**src/rtl/ee354_2048_move_ctrl_if.sv**
```systemverilog
// ee354_2048_move_ctrl_if
// Groups the pushbutton inputs, the game-FSM ready flag and the move-pulse
// outputs of the move controller into one bundle.
//   master : drives BtnU/BtnD/BtnL/BtnR/q_Wait, observes the move outputs
//   slave  : the move controller itself
// Signals:
//   BtnU, BtnD, BtnL, BtnR : raw asynchronous buttons, active-high
//   q_Wait                 : game FSM idle and ready for a move
//   up, down, left, right  : single-cycle move pulses
//   busy                   : controller not in IDLE
//   last_dir               : last issued move, 0=U 1=D 2=L 3=R
interface ee354_2048_move_ctrl_if;
  logic       BtnU;
  logic       BtnD;
  logic       BtnL;
  logic       BtnR;
  logic       q_Wait;
  logic       up;
  logic       down;
  logic       left;
  logic       right;
  logic       busy;
  logic [1:0] last_dir;

  modport master (
    output BtnU, BtnD, BtnL, BtnR, q_Wait,
    input  up, down, left, right, busy, last_dir
  );

  modport slave (
    input  BtnU, BtnD, BtnL, BtnR, q_Wait,
    output up, down, left, right, busy, last_dir
  );
endinterface

```
**src/rtl/ee354_2048_move_ctrl.sv**
```systemverilog
// ee354_2048_move_ctrl
// Turns the four raw pushbuttons into single-cycle up/down/left/right
// commands for the 2048 game FSM: 2-FF synchroniser, press debounce,
// fixed priority U > D > L > R, pulse issued only while q_Wait is high,
// then release debounce so a held button cannot issue a second move.
// Ports:
//   Clk   : system clock, rising edge
//   Reset : synchronous, active-low
//   mv    : ee354_2048_move_ctrl_if.slave (buttons, q_Wait, move outputs)
// Optional feature macro: AUTO_REPEAT_EN -- when defined, holding the
// issued button for REPEAT_CYCLES re-issues the same move periodically.
//
// state       | meaning
// ------------+-------------------------------------------------------
// IDLE        | no button seen; waiting for any synchronised press
// PRESS_DEB   | captured dir must stay high DEBOUNCE_CYCLES cycles
// ISSUE       | move pending; pulse on first cycle with q_Wait high
// RELEASE_DEB | all buttons must stay low DEBOUNCE_CYCLES cycles
module ee354_2048_move_ctrl #(
  parameter int DEBOUNCE_CYCLES = 8,
  parameter int CNT_W           = 20,
  parameter int REPEAT_CYCLES   = 64
) (
  input logic                   Clk,
  input logic                   Reset,
  ee354_2048_move_ctrl_if.slave mv
);

  if (((64'd1 << CNT_W) <= 64'(DEBOUNCE_CYCLES)) ||
      ((64'd1 << CNT_W) <= 64'(REPEAT_CYCLES))) begin : g_cnt_w_check
    $error("CNT_W too narrow for DEBOUNCE_CYCLES / REPEAT_CYCLES");
  end

  typedef enum logic [1:0] {IDLE, PRESS_DEB, ISSUE, RELEASE_DEB} state_t;

  localparam logic [CNT_W-1:0] DEB_LAST = CNT_W'(DEBOUNCE_CYCLES - 1);
  localparam logic [CNT_W-1:0] CNT_MAX  = {CNT_W{1'b1}};

  state_t           state, state_n;
  logic [3:0]       sync1, sync2;
  logic             bU, bD, bL, bR;
  logic [3:0]       btn;
  logic [1:0]       dir, dir_n;
  logic [CNT_W-1:0] cnt, cnt_n, cnt_inc;
  logic [3:0]       pulse_q, pulse_n;
  logic [1:0]       last_dir_q, last_dir_n;
  logic             busy_q;
  logic             dir_held;

`ifdef AUTO_REPEAT_EN
  // The repeat pulse appears one cycle after re-entering ISSUE, so the
  // jump happens one count early to keep pulses exactly REPEAT_CYCLES apart.
  localparam logic [CNT_W-1:0] REP_TRIG = CNT_W'(REPEAT_CYCLES - 2);
  logic [CNT_W-1:0] hold, hold_n;
`endif

  // Bit index equals the last_dir code: 0=U, 1=D, 2=L, 3=R.
  assign bU       = sync2[0];
  assign bD       = sync2[1];
  assign bL       = sync2[2];
  assign bR       = sync2[3];
  assign btn      = {bR, bL, bD, bU};
  assign dir_held = btn[dir];
  assign cnt_inc  = (cnt == CNT_MAX) ? cnt : cnt + CNT_W'(1);

  always_ff @(posedge Clk) begin
    if (!Reset) begin
      sync1      <= '0;
      sync2      <= '0;
      state      <= IDLE;
      dir        <= '0;
      cnt        <= '0;
      pulse_q    <= '0;
      last_dir_q <= '0;
      busy_q     <= 1'b0;
`ifdef AUTO_REPEAT_EN
      hold       <= '0;
`endif
    end else begin
      sync1      <= {mv.BtnR, mv.BtnL, mv.BtnD, mv.BtnU};
      sync2      <= sync1;
      state      <= state_n;
      dir        <= dir_n;
      cnt        <= cnt_n;
      pulse_q    <= pulse_n;
      last_dir_q <= last_dir_n;
      busy_q     <= (state_n != IDLE);
`ifdef AUTO_REPEAT_EN
      hold       <= hold_n;
`endif
    end
  end

  always_comb begin
    state_n    = state;
    dir_n      = dir;
    cnt_n      = cnt;
    pulse_n    = '0;
    last_dir_n = last_dir_q;
`ifdef AUTO_REPEAT_EN
    hold_n     = hold;
`endif
    case (state)
      IDLE: begin
        if (|btn) begin
          state_n = PRESS_DEB;
          cnt_n   = '0;
          if (bU)      dir_n = 2'd0;
          else if (bD) dir_n = 2'd1;
          else if (bL) dir_n = 2'd2;
          else         dir_n = 2'd3;
        end
      end
      PRESS_DEB: begin
        if (!dir_held) begin
          state_n = IDLE;
          cnt_n   = '0;
        end else if (cnt == DEB_LAST) begin
          state_n = ISSUE;
          cnt_n   = '0;
        end else begin
          cnt_n = cnt_inc;
        end
      end
      ISSUE: begin
        if (mv.q_Wait) begin
          pulse_n[dir] = 1'b1;
          last_dir_n   = dir;
          state_n      = RELEASE_DEB;
          cnt_n        = '0;
`ifdef AUTO_REPEAT_EN
          hold_n       = '0;
`endif
        end
      end
      RELEASE_DEB: begin
        if (|btn) begin
          cnt_n = '0;
        end else if (cnt == DEB_LAST) begin
          state_n = IDLE;
          cnt_n   = '0;
        end else begin
          cnt_n = cnt_inc;
        end
`ifdef AUTO_REPEAT_EN
        if (!dir_held) begin
          hold_n = '0;
        end else if (hold == REP_TRIG) begin
          state_n = ISSUE;
          cnt_n   = '0;
          hold_n  = '0;
        end else begin
          hold_n = (hold == CNT_MAX) ? hold : hold + CNT_W'(1);
        end
`endif
      end
      default: begin
        state_n = IDLE;
        cnt_n   = '0;
      end
    endcase
  end

  assign mv.up       = pulse_q[0];
  assign mv.down     = pulse_q[1];
  assign mv.left     = pulse_q[2];
  assign mv.right    = pulse_q[3];
  assign mv.busy     = busy_q;
  assign mv.last_dir = last_dir_q;

endmodule
```
**src/flat_wrapper.sv**
```systemverilog
// flat-port wrapper written by rule: the top's interface ports become plain ports
module ee354_2048_move_ctrl_flat 
#(
  parameter int DEBOUNCE_CYCLES = 8,
  parameter int CNT_W           = 20,
  parameter int REPEAT_CYCLES   = 64
)
  (Clk, Reset, mv_BtnU, mv_BtnD, mv_BtnL, mv_BtnR, mv_q_Wait, mv_up, mv_down, mv_left, mv_right, mv_busy, mv_last_dir);
  ee354_2048_move_ctrl_if mv_i ();
  input logic Clk;
  input logic Reset;
  input wire logic [$bits(mv_i.BtnU)-1:0] mv_BtnU;
  input wire logic [$bits(mv_i.BtnD)-1:0] mv_BtnD;
  input wire logic [$bits(mv_i.BtnL)-1:0] mv_BtnL;
  input wire logic [$bits(mv_i.BtnR)-1:0] mv_BtnR;
  input wire logic [$bits(mv_i.q_Wait)-1:0] mv_q_Wait;
  output wire logic [$bits(mv_i.up)-1:0] mv_up;
  output wire logic [$bits(mv_i.down)-1:0] mv_down;
  output wire logic [$bits(mv_i.left)-1:0] mv_left;
  output wire logic [$bits(mv_i.right)-1:0] mv_right;
  output wire logic [$bits(mv_i.busy)-1:0] mv_busy;
  output wire logic [$bits(mv_i.last_dir)-1:0] mv_last_dir;
  assign mv_i.BtnU = mv_BtnU;
  assign mv_i.BtnD = mv_BtnD;
  assign mv_i.BtnL = mv_BtnL;
  assign mv_i.BtnR = mv_BtnR;
  assign mv_i.q_Wait = mv_q_Wait;
  assign mv_up = mv_i.up;
  assign mv_down = mv_i.down;
  assign mv_left = mv_i.left;
  assign mv_right = mv_i.right;
  assign mv_busy = mv_i.busy;
  assign mv_last_dir = mv_i.last_dir;
  ee354_2048_move_ctrl #(.DEBOUNCE_CYCLES(DEBOUNCE_CYCLES), .CNT_W(CNT_W), .REPEAT_CYCLES(REPEAT_CYCLES)) u_core (.Clk(Clk), .Reset(Reset), .mv(mv_i));
endmodule
```
**config.mk**
```make
export PLATFORM = sky130hd
export DESIGN_NAME = ee354_2048_move_ctrl_flat
export DESIGN_NICKNAME = d
export VERILOG_FILES = /design/src/rtl/ee354_2048_move_ctrl_if.sv /design/src/rtl/ee354_2048_move_ctrl.sv /design/src/flat_wrapper.sv
export SDC_FILE = /design/constraint.sdc
export NUM_CORES = 1
export LEC_CHECK = 0
export CORE_UTILIZATION = 52
export CTS_CLUSTER_DIAMETER = 100
export DETAILED_ROUTE_END_ITERATION = 10
export PLACE_DENSITY = 0.75
export SYNTH_ARGS = -nofsm -noshare
export SYNTH_HDL_FRONTEND = slang
export SYNTH_SLANG_ARGS = --single-unit
```
**constraint.sdc**
```tcl
create_clock -name Clk -period 2.1 [get_ports Clk]
set_input_delay 0.525 -clock Clk [delete_from_list [all_inputs] [get_ports Clk]]
set_output_delay 0.525 -clock Clk [all_outputs]
set_load 0.1 [all_outputs]
```
==> metrics.md, run 1 <==
| Metric | Value |
|---|---|
| Synth Flop Type | `dfxtp_1` |
| Relative slew slack | `0.5846` |
| Die H | `63.56 microns` |
| Vias in the first global route | `1,527` |
| Crit path required time | `2320 ps` |
| Gr usage total | `0.2262` |
| EDFF count, synth | `0` |
| Unrepaired setup endpoints after global routing | `no` |
| Clk buf depth | `2` |
| Layout Utilization | `0.6490` |
| Min Hold Slack | `435.3 ps` |
| CTS root buffer | `clkbuf_8` |
| Max layer used | `met4` |
| Library cells used by synthesis | `52` |
| Commonest cells in the netlist | `dfxtp_1 (39), a21oi_1 (16), nand3_1 (11), o31ai_1 (11)` |
| WS Path Type | `in2reg` |
| Post-CTS sizing | `0` |
| Std cell rows | `22` |
| M1 WL | `2087 microns` |
| Post-Route Setup TNS | `0 ps` |
| HP Class | `reg2reg` |
| # DRC | `0` |
| Reg clk slew, reported paths | `70 ps` |
| CP max FO | `14` |
| CTS tree | `done` |
| Starting density of the core | `0.5383` |
| Place WS | `-172.3 ps` |
| Synth top area share | `0.3962` |
| Nets | `252` |
| Synth Area per Inst | `9.384 sq um` |
| Family with the most delay on the worst path | `simple AND/OR/NAND/NOR gates` |
| Num ports | `14` |
| Clock Skew | `5.204 ps` |
| Synthesis Warnings | `0` |
| Metal2 WL | `1755 microns` |
| Hold_buf cts | `0` |
| Design Area, Final | `2376 sq um` |
| Power Density | `656.2 nW/um^2` |
| DR pass1 iterations | `4` |
| Sequential area share after synthesis | `0.3962` |
| Fin crit share | `0.9463` |
| Peak VDD IR | `0.4022 mV` |
| Synth-to-Final Area Change | `20.57%` |
| Vias post-DR | `1,729` |
| # diodes | `0` |
| Top-count cell post-synth | `dfxtp_1` |
| Cell taking the most area after synthesis | `dfxtp_1` |
| Register bit count reported by yosys | `39` |
| Share of cells above drive strength 1 | `0.2418` |
| Share of synthesized registers carrying an async set or reset | `0` |
| Status | `finished, final reports clean` |
| H-tree depth | `2` |
| CTS Sinks | `39` |
| CP startpoint kind | `input pin` |
| Syn nets | `218` |
| Via density | `5.921` |
| Count of input and output buffers | `13` |
| Met3 WL | `190 microns` |
| Worst setup margin | `112.9 ps` |
| Cell Area, Placed | `2258 sq um` |
| Max-Cap Viols | `0` |
| First-pass GRT wire length | `7148 microns` |
| Routed Antenna Nets | `0` |
| Die W | `63.56 microns` |
| Crit path buf inv count | `2` |
| Worst skew pair latency | `290 ps` |
| Final HPWL from detailed placement | `2970 microns` |
| Area contributors post-synth | `dfxtp_1 (40%), o31ai_1 (4.2%), a21oi_1 (4.1%), or4_1 (3.8%), and2_1 (2.9%)` |
| Cells after Synth | `210` |
| Die ar. | `4040 sq um` |
| Worst endpoint data arrival time | `2210 ps` |
| 1st-iter DRT viols | `150` |
| GP Congestion | `0.8806` |
| Postcts setup bufs | `0` |
| Antenna violations before repair | `0` |
| Worst-Margin Slew | `622.5 ps` |
| Largest net degree at the start of global routing | `21` |
| Core ar. | `3661 sq um` |
| CP max-delay cell | `or4_2` |
| Endpoints failing setup | `0` |
| Worst path max stage delay | `640 ps` |
| Num CTS Buffers | `5` |
| Max Transition Viols Final | `0` |
| Max Freq | `503.2 MHz` |
| Nature of the critical path endpoint | `flop` |
| Ordered cell list for the critical path | `clkdlybuf4s50_1 > inv_1 > mux2i_4 > nor2_2 > or4_2 > a21oi_1` |
| Wire per inst | `13.96 microns` |
| Final min period | `1987 ps` |
| Hold Fails Final Rpt | `0` |
| Leakage | `0.0008779 uW` |
| WL final | `4077 microns` |
| Synthesized area | `1971 sq um` |
| Total grt overflow | `0` |
[flip-flops by register name (all words and copies together), names as in the netlist]
signal              flops
u_core.mv.busy          1
u_core.pulse_q          4
u_core.btn              4
u_core.cnt             20
u_core.sync1            4
u_core.state            2
u_core.mv.last_dir      2
u_core.dir              2
[routing by layer]
layer / GRT usage / up-vias
met5: 0 / -
met4: 0.09375 / 0
met3: 0.04348 / 5
met2: 0.3178 / 35
met1: 0.3326 / 813
li1: - / 876
[cells by family after synthesis]
family | count (synthesis) | synth area share
adder cells (fa/ha/maj) | 1 | 0.006348
AND/OR/NAND/NOR | 94 | 0.3086
flip-flops | 39 | 0.3962
AO/OA/AOI/OAI | 54 | 0.1886
multiplexers | 7 | 0.04952
buffers and inverters | 15 | 0.05079
[per-stage QoR]
step,std cells,power [uW]
after floorplan,210,903.0
after global placement,285,972.3
after detailed placement,285,975.0
after CTS,292,1571
after global routing,292,1634
final,292,1559
[final cells by class]
cell class / count / area, sq um
fill: 322 / 1285
sequential: 39 / 780.7
clock inverter: 2 / 37.54
timing repair buffer: 38 / 312.8
tap: 48 / 60.06
multi-input combinational: 156 / 1101
clock buffer: 5 / 68.82
inverter: 4 / 15.01
[where the power goes]
group | leakage, uW | switching, uW | internal, uW
Sequential | 0.000317 | 18.4 | 758
Combinational | 0.000511 | 96.8 | 85.7
Clock | 0.0000502 | 253 | 347
[placed cells by master (no fill, tap or decap), types with 3 or more instances in the layout]
| cell type | instances |
|---|---|
| clkbuf_8 | 5 |
| dfxtp_1 | 39 |
| nand3_1 | 11 |
| o21ai_1 | 5 |
| nor2b_1 | 3 |
| inv_1 | 4 |
| nor3b_1 | 3 |
| nand2_1 | 9 |
| o211a_1 | 3 |
| and3_1 | 4 |
| buf_4 | 31 |
| and2_1 | 9 |
| nor2_1 | 10 |
| or4_1 | 10 |
| nor3_1 | 4 |
| nand4_1 | 5 |
| or3_1 | 6 |
| o21ai_0 | 6 |
| mux2i_1 | 3 |
| a21oi_1 | 16 |
| clkdlybuf4s50_1 | 6 |
| o31ai_1 | 11 |
| nor4_1 | 3 |
[path summary, 6_finish.rpt]
kind / start / to / slack, ps / cells past startpoint
max reg2reg: u_core.cnt[0] / u_core.cnt[7] / 140 / 8
max: mv_q_Wait / u_core.cnt[2] / 110 / 6
min reg2reg: u_core.sync1[3] / u_core.btn[3] / 440 / 1
min: u_core.sync1[3] / u_core.btn[3] / 440 / 1
Power figures use the tool's default switching activity.
==> run 2: changes to the inputs <==
--- a/config.mk
+++ b/config.mk
@@ -10,2 +10,3 @@
 export DETAILED_ROUTE_END_ITERATION = 10
+export GPL_TIMING_DRIVEN = 0
 export PLACE_DENSITY = 0.75
--- a/constraint.sdc
+++ b/constraint.sdc
@@ -3,2 +3,2 @@
 set_output_delay 0.525 -clock Clk [all_outputs]
-set_load 0.1 [all_outputs]
+set_load 0.01 [all_outputs]
==> metrics.md, run 2 (same netlist as run 1, synthesis figures left out) <==
| Metric | Value |
|---|---|
| Status | `finished, final reports clean` |
| Fin cells | `294` |
| Crit path required time | `2330 ps` |
| Reg2Reg Setup Slack | `60 ps` |
| Multi-input logic area | `1125 sq um` |
| Share of cells above drive strength 1 | `0.2276` |
| Most frequent cells in the layout | `dfxtp_1 (35), buf_4 (16), a21oi_1 (16)` |
| CP startpoint kind | `input pin` |
| Die W | `63.56 microns` |
| Num ports | `14` |
| Num CTS Buffers | `5` |
| Max Transition Viols Final | `0` |
| CP max FO | `10` |
| Clock Skew | `6.071 ps` |
| Reg clk slew, reported paths | `70 ps` |
| Worst r2r path cells | `6` |
| Std cell rows | `22` |
| Power Density | `594.4 nW/um^2` |
| CTS tree | `done` |
| Most common cell after layout, fill and taps aside | `dfxtp_1` |
| Synth-to-Final Area Change | `22.22%` |
| Endpoints failing setup | `0` |
| Biggest register | `u_core.cnt` |
| Clk buf depth | `2` |
| Hold Fails Final Rpt | `0` |
| Count of input and output buffers | `13` |
| Hold_buf cts | `0` |
| HP Class | `reg2reg` |
| Design Area, Final | `2409 sq um` |
| Max-Cap Viols | `0` |
| Final min period | `2048 ps` |
| WL final | `4587 microns` |
| Starting density of the core | `0.5383` |
| Worst-Margin Slew | `507.2 ps` |
| Crit Reg-Reg Endpoint | `u_core.mv.busy` |
| Worst skew pair latency | `290 ps` |
| # diodes | `0` |
| Critical path origin | `mv_q_Wait` |
| Total grt overflow | `0` |
| End point of the critical path | `u_core.cnt[2]` |
| Vias post-DR | `1,797` |
| Nature of the critical path endpoint | `flop` |
| Vias in the first global route | `1,573` |
| Min Hold Slack | `435.8 ps` |
| Max Freq | `488.2 MHz` |
| Antenna violations before repair | `0` |
| Largest register FFs | `20` |
| 1st-iter DRT viols | `143` |
| DR pass1 iterations | `4` |
| CTS root buffer | `clkbuf_8` |
| WS Path Type | `in2reg` |
| Final HPWL from detailed placement | `3033 microns` |
| Cell Area, Placed | `2161 sq um` |
| Die H | `63.56 microns` |
| Relative slew slack | `0.6596` |
| # placed instances | `271` |
| CTS Sinks | `39` |
| Register Area | `793.3 sq um` |
| # DRC | `0` |
| Fillers | `296` |
| Wire per inst | `15.60 microns` |
| First-pass GRT wire length | `7376 microns` |
| Nets | `253` |
| Largest net degree at the start of global routing | `13` |
| Core ar. | `3661 sq um` |
| Worst endpoint data arrival time | `2280 ps` |
| GP Congestion | `0.8752` |
| Leakage | `0.0008772 uW` |
| Die ar. | `4040 sq um` |
| Gr usage total | `0.2323` |
| R2r startpoint | `u_core.cnt[0]` |
| Routed Antenna Nets | `0` |
| Fin crit share | `0.9753` |
| Unrepaired setup endpoints after global routing | `yes` |
| H-tree depth | `2` |
| Peak VDD IR | `0.3825 mV` |
| Via density | `6.112` |
==> run 2: report_power, final <==
group	total, uW	switching [uW]	internal [uW]
logic	160	83.2	76.6
registers	777	19.0	758
clock network	495	263	232
total	1430	365	1070
==> run 2: worst min path at each step <==
stage | startpoint | endpoint | cells after the start
final | u_core.sync1[3] | u_core.btn[3] | 1
after global routing | u_core.sync1[3] | u_core.btn[3] | 1
after CTS | u_core.sync1[3] | u_core.btn[3] | 1
after detailed placement | u_core.sync1[3] | u_core.btn[3] | 1
after global placement | u_core.sync1[2] | u_core.btn[2] | 1
after floorplan | u_core.sync1[0] | u_core.btn[0] | 1
==> run 2: cell type report <==
type	instances	area share
multi-input combinational	156	0.4670
sequential	39	0.3294
timing repair buffer	28	0.1008
buffer	11	0.03636
clock buffer	6	0.03013
tap	48	0.02494
inverter	4	0.006234
clock inverter	2	0.005195
==> run 2: layer usage <==
layer	wire (microns)	up-vias	GRT usage
li1	-	880	-
met1	2054	851	0.3140
met2	2186	62	0.3630
met3	289	4	0.05072
met4	57	0	0.07670
met5	0	-	0
==> run 2: worst max-delay path, cell delays in order <==
cell             delay (ps)
clkdlybuf4s50_1         490
inv_1                    80
mux2i_4                 160
nor2_2                   80
buf_4                   180
or4_2                   600
a21oi_1                 160
==> run 2: through the flow <==
stage | setup TNS, ps | utilization | worst slack, ps | power (uW)
2_1_floorplan | 0 | - | 87.31 | 887.9
3_3_place_gp | -3530 | 0.5902 | -336.0 | 932.1
3_5_place_dp | -3749 | 0.5902 | -327.6 | 934.4
4_1_cts | 0 | 0.6220 | 7.255 | 1428
5_1_grt | -106.1 | 0.6579 | -62.68 | 1489
6_report | 0 | 0.6579 | 51.81 | 1432
==> run 2: repair_timing <==
| action | 4_1_cts | 5_1_grt |
|---|---|---|
| resized for setup | 5 | 9 |
| setup endpoints to repair | 20 | 17 |
| buffers inserted | 1 | 14 |
| pin swaps | 1 | 8 |
